[config.mk]
export PLATFORM = sky130hd
export DESIGN_NAME = sop_sweep_controller
export DESIGN_NICKNAME = d
export VERILOG_FILES = /design/src/rtl/sop_sweep_pkg.sv /design/src/rtl/sop_sweep_controller.sv
export SDC_FILE = /design/constraint.sdc
export NUM_CORES = 1
export LEC_CHECK = 0
export BUFFER_PORTS_ARGS = -buffer_cell sky130_fd_sc_hd__buf_2
export CORE_MARGIN = 2
export CORE_UTILIZATION = 55
export CTS_CLUSTER_SIZE = 20
export DETAILED_ROUTE_END_ITERATION = 7
export PLACE_DENSITY_LB_ADDON = 0.2
export SYNTH_ARGS = -nofsm -noshare
export SYNTH_HDL_FRONTEND = slang
export SYNTH_SLANG_ARGS = --single-unit
[constraint.sdc]
create_clock -name clk -period 2.4 [get_ports clk]
set_input_delay 0.72 -clock clk [delete_from_list [all_inputs] [get_ports clk]]
set_output_delay 0.72 -clock clk [all_outputs]
set_load 0.01 [all_outputs]
[src/rtl/sop_sweep_pkg.sv]
// sop_sweep_pkg: shared types and constants for the SOP truth-table sweeper.
//   state_e        : sequencer states
//   N_ROWS         : number of input rows of the 4-input function
//   EXPECTED_MASK_DEF : golden truth table (minterms 2, 9, 13, 15)
//   SETTLE_CNT_W   : width of the settle counter (SETTLE_CYCLES <= 2**SETTLE_CNT_W)
package sop_sweep_pkg;

  typedef enum logic [1:0] {
    IDLE,
    DRIVE,
    EMIT,
    DONE
  } state_e;

  localparam int unsigned N_ROWS            = 16;
  localparam logic [15:0] EXPECTED_MASK_DEF = 16'hA204;
  localparam int unsigned SETTLE_CNT_W      = 8;

endpackage

[src/rtl/sop_sweep_controller.sv]
// sop_sweep_controller: sweeps a 4-input combinational function through all
// 16 rows, holds each input vector for SETTLE_CYCLES, samples the result,
// streams it over a valid/ready port and accumulates the truth table.
// Optional macro: SOP_SWEEP_CHECK_EN enables the golden-mask compare that
// drives mismatch; otherwise mismatch is tied low.
// Ports:
//   clk, reset         : clock (rising edge), synchronous active-high reset
//   start              : begin a sweep (sampled only when idle)
//   busy, done         : sweep in progress / one-cycle completion pulse
//   vec_out            : {w,x,y,z} driven to the function, equals row index
//   f_in               : function output
//   row_valid/ready    : row result handshake
//   row_idx, row_val   : presented row and its sampled result
//   tt_mask, ones_cnt  : accumulated truth table and count of ones
//   mismatch           : tt_mask differs from EXPECTED_MASK
module sop_sweep_controller
  import sop_sweep_pkg::*;
#(
  parameter int unsigned SETTLE_CYCLES = 1,
  parameter logic [15:0] EXPECTED_MASK = EXPECTED_MASK_DEF
) (
  input  logic        clk,
  input  logic        reset,
  input  logic        start,
  output logic        busy,
  output logic        done,
  output logic [3:0]  vec_out,
  input  logic        f_in,
  output logic        row_valid,
  input  logic        row_ready,
  output logic [3:0]  row_idx,
  output logic        row_val,
  output logic [15:0] tt_mask,
  output logic [4:0]  ones_cnt,
  output logic        mismatch
);

  localparam logic [SETTLE_CNT_W-1:0] SETTLE_LAST = SETTLE_CNT_W'(SETTLE_CYCLES - 1);

  state_e                  state_q, state_d;
  logic [3:0]              idx_q, idx_d;
  logic [SETTLE_CNT_W-1:0] cnt_q, cnt_d;
  logic                    val_q, val_d;
  logic [15:0]             mask_q, mask_d;
  logic [4:0]              ones_q, ones_d;
`ifdef SOP_SWEEP_CHECK_EN
  logic                    mis_q, mis_d;
`endif

  always_comb begin
    state_d = state_q;
    idx_d   = idx_q;
    cnt_d   = cnt_q;
    val_d   = val_q;
    mask_d  = mask_q;
    ones_d  = ones_q;
`ifdef SOP_SWEEP_CHECK_EN
    mis_d   = mis_q;
`endif
    unique case (state_q)
      IDLE: begin
        if (start) begin
          state_d = DRIVE;
          idx_d   = '0;
          cnt_d   = '0;
          mask_d  = '0;
          ones_d  = '0;
`ifdef SOP_SWEEP_CHECK_EN
          mis_d   = 1'b0;
`endif
        end
      end
      DRIVE: begin
        if (cnt_q == SETTLE_LAST) begin
          val_d         = f_in;
          mask_d[idx_q] = f_in;
          ones_d        = ones_q + 5'(f_in);
          cnt_d         = '0;
          state_d       = EMIT;
        end else begin
          cnt_d = cnt_q + SETTLE_CNT_W'(1);
        end
      end
      EMIT: begin
        if (row_ready) begin
          if (idx_q == 4'hF) begin
            state_d = DONE;
`ifdef SOP_SWEEP_CHECK_EN
            // mask is already final here, so the flag is valid during DONE
            mis_d   = (mask_q != EXPECTED_MASK);
`endif
          end else begin
            idx_d   = idx_q + 4'd1;
            state_d = DRIVE;
          end
        end
      end
      DONE: state_d = IDLE;
      default: state_d = IDLE;
    endcase
  end

  always_ff @(posedge clk) begin
    if (reset) begin
      state_q <= IDLE;
      idx_q   <= '0;
      cnt_q   <= '0;
      val_q   <= 1'b0;
      mask_q  <= '0;
      ones_q  <= '0;
`ifdef SOP_SWEEP_CHECK_EN
      mis_q   <= 1'b0;
`endif
    end else begin
      state_q <= state_d;
      idx_q   <= idx_d;
      cnt_q   <= cnt_d;
      val_q   <= val_d;
      mask_q  <= mask_d;
      ones_q  <= ones_d;
`ifdef SOP_SWEEP_CHECK_EN
      mis_q   <= mis_d;
`endif
    end
  end

  // vec_out and row_idx share one register: both advance only on DRIVE entry
  assign vec_out   = idx_q;
  assign row_idx   = idx_q;
  assign row_val   = val_q;
  assign row_valid = (state_q == EMIT);
  assign busy      = (state_q == DRIVE) || (state_q == EMIT);
  assign done      = (state_q == DONE);
  assign tt_mask   = mask_q;
  assign ones_cnt  = ones_q;
`ifdef SOP_SWEEP_CHECK_EN
  assign mismatch  = mis_q;
`else
  assign mismatch  = 1'b0;
`endif

endmodule

==> impl_metrics.json, run 1 <==
{
  "status": "completed",
  "yosysUniqueCellTypes": 48,
  "fmax_ghz": 0.4667,
  "required_ns": 2.65,
  "synth_top_area_share": 0.3625,
  "netlist_area_um2": 1988,
  "layout-area-overhead-vs-synth_pct": 13.47,
  "path_max_fanout": 7,
  "cp.arrival_ns": 2.39,
  "drc_errors": 0,
  "cts-htree-levels": 2,
  "numClockSinks": 36,
  "r2r-start": "cnt_q[0]",
  "ys_seq_elements": 36,
  "viasPerCell": 5.873,
  "p_switching_mw": 0.6248,
  "ir_drop_mv": 0.4953,
  "setup_viol": 0,
  "fillers": 298,
  "post-route-min-period_ns": 2.143,
  "die_w_um": 64.13,
  "finalClockSkew_ns": 0.008936,
  "final_cell_mix": "buf_2, dfxtp_1, nand2_1, nand3_1, ha_1",
  "clockBufferDepth": 2,
  "dieArea_um2": 4112,
  "r2r_cells": 6,
  "ios": 39,
  "timing.hold.ws_ns": 0.4582,
  "ys.warnings.count": 0,
  "ys.flop_type": "dfxtp_1",
  "postCtsHoldBufs": 0,
  "clkTransAtPathRegs_ns": 0.11,
  "routabilityCongestion": 0.8625,
  "wl_per_cell_um": 14.20,
  "intPower_mw": 1.131,
  "tritoncts": "built",
  "clk_latency_ns": 0.34,
  "rr_endpoint": "tt_mask[7]",
  "path_class": "register to register",
  "ant_nets": 0,
  "port_buffers": 37,
  "seqPwrFrac": 0.377,
  "design.core.area_um2": 3416,
  "cts_setup_buffers": 0,
  "min_from": "tt_mask[7]",
  "synth_seq_area_share": 0.3625,
  "endpoint_kind": "register",
  "clockPowerShare": 0.273,
  "numCtsBuffers": 5,
  "synth.area.top_cells": "dfxtp_1, ha_1, a32o_1",
  "vias": 1762,
  "die_h_um": 64.13,
  "grt_util_all_layers": 0.2202,
  "rows": 21,
  "combPwrFrac": 0.350,
  "grt_pass1_vias": 1580,
  "synthArstFlopShare": 0,
  "avgSynthCellArea_um2": 8.996,
  "p_sw_frac": 0.3559,
  "place_hpwl_um": 3113,
  "synth_edf_count": 0,
  "fin_nets": 270,
  "grt_pass1_wl_um": 7251,
  "hold_viol": 0,
  "drt_pass1_iterations": 5,
  "fin_crit_sh": 0.8929,
  "routed_wl_um": 4260,
  "holdPathEnd": "tt_mask[7]",
  "grt_max_degree": 16,
  "min_path_cells": 2,
  "powerDensity_nw_per_um2": 778.3,
  "post_cts_resized": 0,
  "diodes": 0,
  "tightest_slew_ns": 0.6738,
  "synth_top_area_cell": "dfxtp_1",
  "root_buffer": "clkbuf_4",
  "cap_violations": 0,
  "final_common_cell": "buf_2",
  "r2r_slack_ns": 0.26,
  "slew_violations": 0,
  "crit_path_start_kind": "register",
  "antenna_found_initial": 0,
  "hold_class": "register to register",
  "netlist_instances": 221,
  "drive_gt1_frac": 0.2323,
  "grt-ovfl-total": 0,
  "leakage_nw": 0.9588,
  "start_util": 0.5821,
  "rsz0062_at_grt": "no",
  "synth_fp_nets": 238,
  "drt_iter0_markers": 194,
  "tns_ns": 0,
  "timing.slew.headroom": 0.5445
}
## final cells by class
class	instances	area, um^2	share of cell area
Clock buffer	7	65.06	0.02884
Sequential cell	36	720.7	0.3195
Clock inverter	1	30.03	0.01331
Tap cell	46	57.56	0.02551
Multi-Input combinational cell	159	1130	0.5008
Timing Repair Buffer	41	215.2	0.09540
Inverter	10	37.54	0.01664
## cells in the mapped netlist (8+ instances only)
cell type and count:
nand3_1 12, inv_1 10, ha_1 12, nor3_1 9, nand2_1 23, dfxtp_1 36
and2_1 8, a32o_1 9, nor2_1 10, a21oi_1 9
## registers in the layout (all words and copies together) (netlist names)
name	count
ones_cnt	5
tt_mask	16
row_val	1
cnt_q	8
row_idx	4
state_q	2
## critical path, stage by stage (launching register included)
cell and delay, ns:
dfxtp_1 0.36, inv_1 0.09, ha_1 0.17, or4b_4 0.55, nor4_1 0.60, and2_1 0.21
o2bb2ai_1 0.06
## cells by family (layout without fill, tap and decap cells)
kind of cell / count (synthesis) / in the layout / synth area share
AOI/OAI and AO/OA: 48 / 48 / 0.1875
buffers and inverters: 26 / 59 / 0.06922
DFF: 36 / 36 / 0.3625
muxes: 3 / 3 / 0.01573
adders and majority gates: 12 / 12 / 0.07552
and+or+nand+nor: 91 / 91 / 0.2700
other: 1 / 1 / 0.001886
xor gates and xnor gates: 4 / 4 / 0.01762
## per-layer routing
| metal | vias up | global-route usage | part of all wire |
|---|---|---|---|
| li1 | 879 | - | - |
| met1 | 840 | 0.2959 | 0.48 |
| met2 | 36 | 0.3516 | 0.47 |
| met3 | 7 | 0.04930 | 0.045 |
| met4 | 0 | 0.06915 | 0.010 |
| met5 | - | 0 | 0 |
## metrics by stage
stage                     std cells  area [um^2]    util  worst slack [ns]  total power, mW
after floorplan                 221         1988       -            0.4926            1.150
after global placement          292         2161  0.6326            0.3391            1.275
after detailed placement        292         2161  0.6326            0.3148            1.281
after CTS                       300         2256  0.6604            0.2913            1.761
after global routing            300         2256  0.6604            0.1648            1.874
final                           300         2256  0.6604            0.2571            1.756
## power by group through the flow
stage	logic [mW]	clock network, mW	registers [mW]
2_1_floorplan	0.474	0	0.676
3_3_place_gp	0.601	0	0.674
5_1_grt	0.689	0.518	0.667
3_5_place_dp	0.606	0	0.676
6_report	0.615	0.479	0.661
4_1_cts	0.612	0.487	0.662
## worst max-delay path by stage
stage	from	slack, ns	end
floorplan	state_q[0]	0.49	tt_mask[1]
global placement	start	0.34	cnt_q[7]
detailed placement	start	0.31	cnt_q[7]
CTS	cnt_q[0]	0.29	tt_mask[7]
global route	state_q[1]	0.16	tt_mask[6]
finish	cnt_q[0]	0.26	tt_mask[7]
No activity file was read; power rests on OpenSTA's default activity.
==> run 2: changes to the inputs <==
--- a/config.mk
+++ b/config.mk
@@ -10,7 +10,7 @@
 export CORE_UTILIZATION = 55
 export CTS_CLUSTER_SIZE = 20
 export DETAILED_ROUTE_END_ITERATION = 7
-export PLACE_DENSITY_LB_ADDON = 0.2
+export PLACE_DENSITY = 0.85
 export SYNTH_ARGS = -nofsm -noshare
 export SYNTH_HDL_FRONTEND = slang
 export SYNTH_SLANG_ARGS = --single-unit
==> run 2 against run 1 <==
Net effect:
- flip-flop and latch count is the same
- worst hold slack lost 0.0054 ns
- clock power fell by 29%
- cell area decreased by 1.4%
- critical path type unchanged
- largest power group unchanged
==> impl_metrics.json, run 2 (same netlist as run 1, synthesis figures left out) <==
{
  "timing.slew.headroom": 0.5716,
  "place_area_um2": 2161,
  "ios": 39,
  "crit_path_start_kind": "register",
  "cp_top_family": "simple AND/OR/NAND/NOR gates",
  "final_cell_mix": "buf_2, dfxtp_1, nand2_1, nand3_1, ha_1",
  "tritoncts": "built",
  "hold_viol": 0,
  "stdcell_count": 300,
  "drt_iter0_markers": 88,
  "final_cell_area_um2": 2223,
  "post_cts_resized": 0,
  "layout-area-overhead-vs-synth_pct": 11.83,
  "antenna_found_initial": 0,
  "r2r-start": "state_q[1]",
  "fin_nets": 270,
  "path_buf_inv": 2,
  "leakage_nw": 0.9400,
  "viasPerCell": 5.977,
  "dp.cells": 292,
  "design.core.area_um2": 3416,
  "tightest_slew_ns": 0.6337,
  "grt-ovfl-total": 0,
  "rr_endpoint": "tt_mask[6]",
  "cts_setup_buffers": 0,
  "root_buffer": "clkbuf_4",
  "largest_reg_flops": 16,
  "fmax_ghz": 0.4768,
  "grt_use_met1": 0.2991,
  "fin_util": 0.6509,
  "cts-htree-levels": 2,
  "cp_num_cells": 7,
  "status": "completed",
  "die_h_um": 64.13,
  "slew_violations": 0,
  "path_max_fanout": 12,
  "cp_cell_sequence": "inv_1 > ha_1 > mux2i_1 > buf_4 > nor4_1 > and2_1 > o2bb2ai_1",
  "port_buffers": 37,
  "rows": 21,
  "endpoint": "tt_mask[6]",
  "die_w_um": 64.13,
  "drt_pass1_iterations": 4,
  "fin_crit_sh": 0.8739,
  "place_hpwl_um": 3105,
  "grt_pass1_wl_um": 7272,
  "cp-startpoint": "state_q[1]",
  "clockBufferDepth": 2,
  "finalClockSkew_ns": 0.009296,
  "routed_wl_um": 4196,
  "routabilityCongestion": 0.9063,
  "clk_latency_ns": 0.34,
  "top_usage_layer": "met2",
  "ir_drop_mv": 0.4403,
  "cp.arrival_ns": 2.34,
  "postCtsHoldBufs": 0,
  "post-route-min-period_ns": 2.097,
  "ant_nets": 0,
  "required_ns": 2.64,
  "slowest_delay_ns": 0.51,
  "grt_pass1_vias": 1600,
  "wl_per_cell_um": 13.99,
  "final_common_cell": "buf_2",
  "vias": 1793,
  "cap_violations": 0,
  "diodes": 0,
  "drc_errors": 0,
  "endpoint_kind": "register",
  "rsz0062_at_grt": "no",
  "setup_viol": 0,
  "r2r_cells": 7,
  "numCtsBuffers": 5,
  "drive_gt1_frac": 0.2283,
  "use_met2": 0.3594,
  "hold_class": "register to register",
  "start_util": 0.5821,
  "powerDensity_nw_per_um2": 728.7,
  "path_class": "register to register",
  "clkTransAtPathRegs_ns": 0.11,
  "slowest_stage": "nor4_1",
  "tns_ns": 0,
  "grt_util_all_layers": 0.2234,
  "grt_max_degree": 16,
  "r2r_slack_ns": 0.30,
  "numClockSinks": 36,
  "dieArea_um2": 4112,
  "grtUsageMet3": 0.03697
}
[run 2: cell count changes in the layout (fill, tap and decap cells not counted)]
cell,previous run,this run
clkinvlp_4,0,1
clkbuf_1,0,1
clkbuf_8,2,1
bufinv_16,1,0
[run 2: cell type report]
type,count,area (um^2)
fillers,315,1192
clock inverters,1,7.507
well taps,46,57.56
clock buffers,7,55.05
multi-input cells,159,1130
flip-flops and latches,36,720.7
repair buffers,41,215.2
inverters,10,37.54
[run 2: worst min-delay path, delay by kind of cell, from the launching register on]
family | cells | cell delay [ns]
compound gates | 1 | 0.05
simple gates | 1 | 0.05
flops | 1 | 0.32
[run 2: through the flow]
step	setup WS (ns)	power (mW)	hold WS [ns]
floorplan	0.4926	1.150	0.4735
global placement	0.3517	1.271	0.4381
detailed placement	0.3132	1.284	0.4455
CTS	0.3473	1.627	0.4612
global route	0.1178	1.729	0.4822
finish	0.3027	1.620	0.4528
[run 2: metal layers]
layer	wire, um	vias up
met2	1876	74
met1	1938	836
met5	0	-
li1	-	878
met4	65	0
met3	315	5
[run 2: worst min path at each step]
stage,from,to,slack (ns),cells after the start
global route,tt_mask[5],tt_mask[5],0.48,2
CTS,tt_mask[7],tt_mask[7],0.46,2
floorplan,tt_mask[7],tt_mask[7],0.47,2
detailed placement,tt_mask[7],tt_mask[7],0.45,2
finish,tt_mask[7],tt_mask[7],0.45,2
global placement,tt_mask[7],tt_mask[7],0.44,2
[run 2: where the power goes]
part | switching (mW) | total, mW | internal (mW)
sequential | 0.0316 | 0.662 | 0.630
clock | 0.199 | 0.342 | 0.143
combinational | 0.396 | 0.616 | 0.220
total | 0.626 | 1.62 | 0.994
==> run 3: changes to the inputs <==
--- a/config.mk
+++ b/config.mk
@@ -11,6 +11,7 @@
 export CTS_CLUSTER_SIZE = 20
 export DETAILED_ROUTE_END_ITERATION = 7
 export PLACE_DENSITY = 0.85
+export REMOVE_ABC_BUFFERS = 1
 export SYNTH_ARGS = -nofsm -noshare
 export SYNTH_HDL_FRONTEND = slang
 export SYNTH_SLANG_ARGS = --single-unit
==> run 3 against run 2 <==
Net effect:
- register-to-register slack improved by 0.03 ns
- global-route usage is 0.65 points lower
- worst setup slack better by 0.034 ns
- critical endpoint is now tt_mask[7]
==> impl_metrics.json, run 3 (same netlist as run 1, synthesis figures left out) <==
{
  "min_from": "tt_mask[5]",
  "place_area_um2": 2161,
  "cap_violations": 0,
  "viasPerCell": 5.940,
  "final_cell_mix": "buf_2, dfxtp_1, nand2_1, nand3_1, ha_1",
  "required_ns": 2.63,
  "numClockSinks": 36,
  "cts-htree-levels": 2,
  "grt_max_degree": 16,
  "rr_endpoint": "tt_mask[7]",
  "post_cts_resized": 0,
  "numCtsBuffers": 5,
  "powerDensity_nw_per_um2": 737.3,
  "design.core.area_um2": 3416,
  "postCtsHoldBufs": 0,
  "antenna_found_initial": 0,
  "port_buffers": 37,
  "setup_viol": 0,
  "die_w_um": 64.13,
  "ios": 39,
  "crit_path_start_kind": "register",
  "routed_wl_um": 4180,
  "slew_violations": 0,
  "fillers": 301,
  "tightest_slew_ns": 0.7157,
  "dieArea_um2": 4112,
  "path_class": "register to register",
  "drt_iter0_markers": 99,
  "status": "completed",
  "slowest_stage": "nor4_1",
  "rows": 21,
  "slowest_delay_ns": 0.46,
  "hold_class": "register to register",
  "path_max_fanout": 12,
  "finalClockSkew_ns": 0.008294,
  "tns_ns": 0,
  "min_path_cells": 2,
  "grt_pass1_wl_um": 7058,
  "drt_pass1_iterations": 4,
  "post-route-min-period_ns": 2.064,
  "fin_nets": 270,
  "clkTransAtPathRegs_ns": 0.11,
  "grt_util_all_layers": 0.2169,
  "dp.cells": 292,
  "clockBufferDepth": 2,
  "die_h_um": 64.13,
  "drive_gt1_frac": 0.2292,
  "ant_nets": 0,
  "diodes": 0,
  "fmax_ghz": 0.4846,
  "fin_crit_sh": 0.8598,
  "holdPathEnd": "tt_mask[5]",
  "vias": 1776,
  "routabilityCongestion": 0.8565,
  "layout-area-overhead-vs-synth_pct": 11.96,
  "hold_viol": 0,
  "start_util": 0.5821,
  "cts_setup_buffers": 0,
  "grt_pass1_vias": 1656,
  "root_buffer": "clkbuf_4",
  "drc_errors": 0,
  "r2r_slack_ns": 0.34,
  "r2r_cells": 7,
  "final_common_cell": "buf_2",
  "wl_per_cell_um": 13.98,
  "cp.arrival_ns": 2.30,
  "largest_reg_flops": 16,
  "tritoncts": "built",
  "endpoint_kind": "register",
  "r2r-start": "state_q[1]",
  "timing.slew.headroom": 0.5162,
  "place_hpwl_um": 3090,
  "stdcell_count": 299,
  "cp_cell_sequence": "inv_1 > ha_1 > mux2i_1 > buf_4 > nor4_1 > and2_1 > o2bb2ai_1",
  "ir_drop_mv": 0.4002,
  "grt-ovfl-total": 0,
  "leakage_nw": 0.9451,
  "final_cell_area_um2": 2226,
  "clk_latency_ns": 0.34,
  "rsz0062_at_grt": "no"
}
-- run 3: cell types whose count changed in the layout (fill, tap and decap cells not counted), sizes merged --
cell,previous run,this run
clkinvlp,1,0
-- run 3: final cells by class --
cell class	instances	area, um^2	share of cell area
multi-input combinational	159	1130	0.5076
sequential	36	720.7	0.3238
timing repair buffer	41	215.2	0.09668
clock buffer	7	65.06	0.02923
tap	46	57.56	0.02586
inverter	10	37.54	0.01686
-- run 3: worst max-delay path by stage --
stage               cells after the start        from          end  slack (ns)
floorplan                               5  state_q[0]  tt_mask[10]        0.36
global placement                        5       start     cnt_q[7]        0.35
detailed placement                      5       start     cnt_q[7]        0.29
CTS                                     7  state_q[1]   tt_mask[7]        0.34
global route                            7  state_q[1]   tt_mask[7]        0.07
finish                                  7  state_q[1]   tt_mask[7]        0.34
-- run 3: power by group --
part / switching [mW] / internal, mW / leakage (nW)
logic: 0.391 / 0.230 / 0.617
clock network: 0.193 / 0.166 / 0.0374
registers: 0.0312 / 0.630 / 0.291
total: 0.615 / 1.03 / 0.945
-- run 3: through the flow --
| step | hold slack [ns] | setup slack, ns | util | power (mW) |
|---|---|---|---|---|
| finish | 0.4590 | 0.3365 | 0.6516 | 1.641 |
| global route | 0.4815 | 0.07346 | 0.6516 | 1.752 |
| CTS | 0.4650 | 0.3356 | 0.6516 | 1.644 |
| detailed placement | 0.4511 | 0.2889 | 0.6326 | 1.291 |
| global placement | 0.4378 | 0.3501 | 0.6326 | 1.280 |
| floorplan | 0.4685 | 0.3607 | - | 1.110 |
-- run 3: routing by layer --
metal	up-vias	GRT usage	wire length, um
met4	0	0.1037	57
met3	9	0.04401	183
met1	842	0.2633	1909
met2	49	0.3659	2030
li1	876	-	-
met5	-	0	0
-- run 3: worst max-delay path: cells and delay by family (launching register included) --
| kind | cells | cell delay [ns] |
|---|---|---|
| buffers and inverters | 2 | 0.31 |
| muxes | 1 | 0.17 |
| DFF | 1 | 0.35 |
| and+or+nand+nor | 2 | 0.66 |
| AOI/OAI and AO/OA | 1 | 0.07 |
| adders and majority gates | 1 | 0.41 |
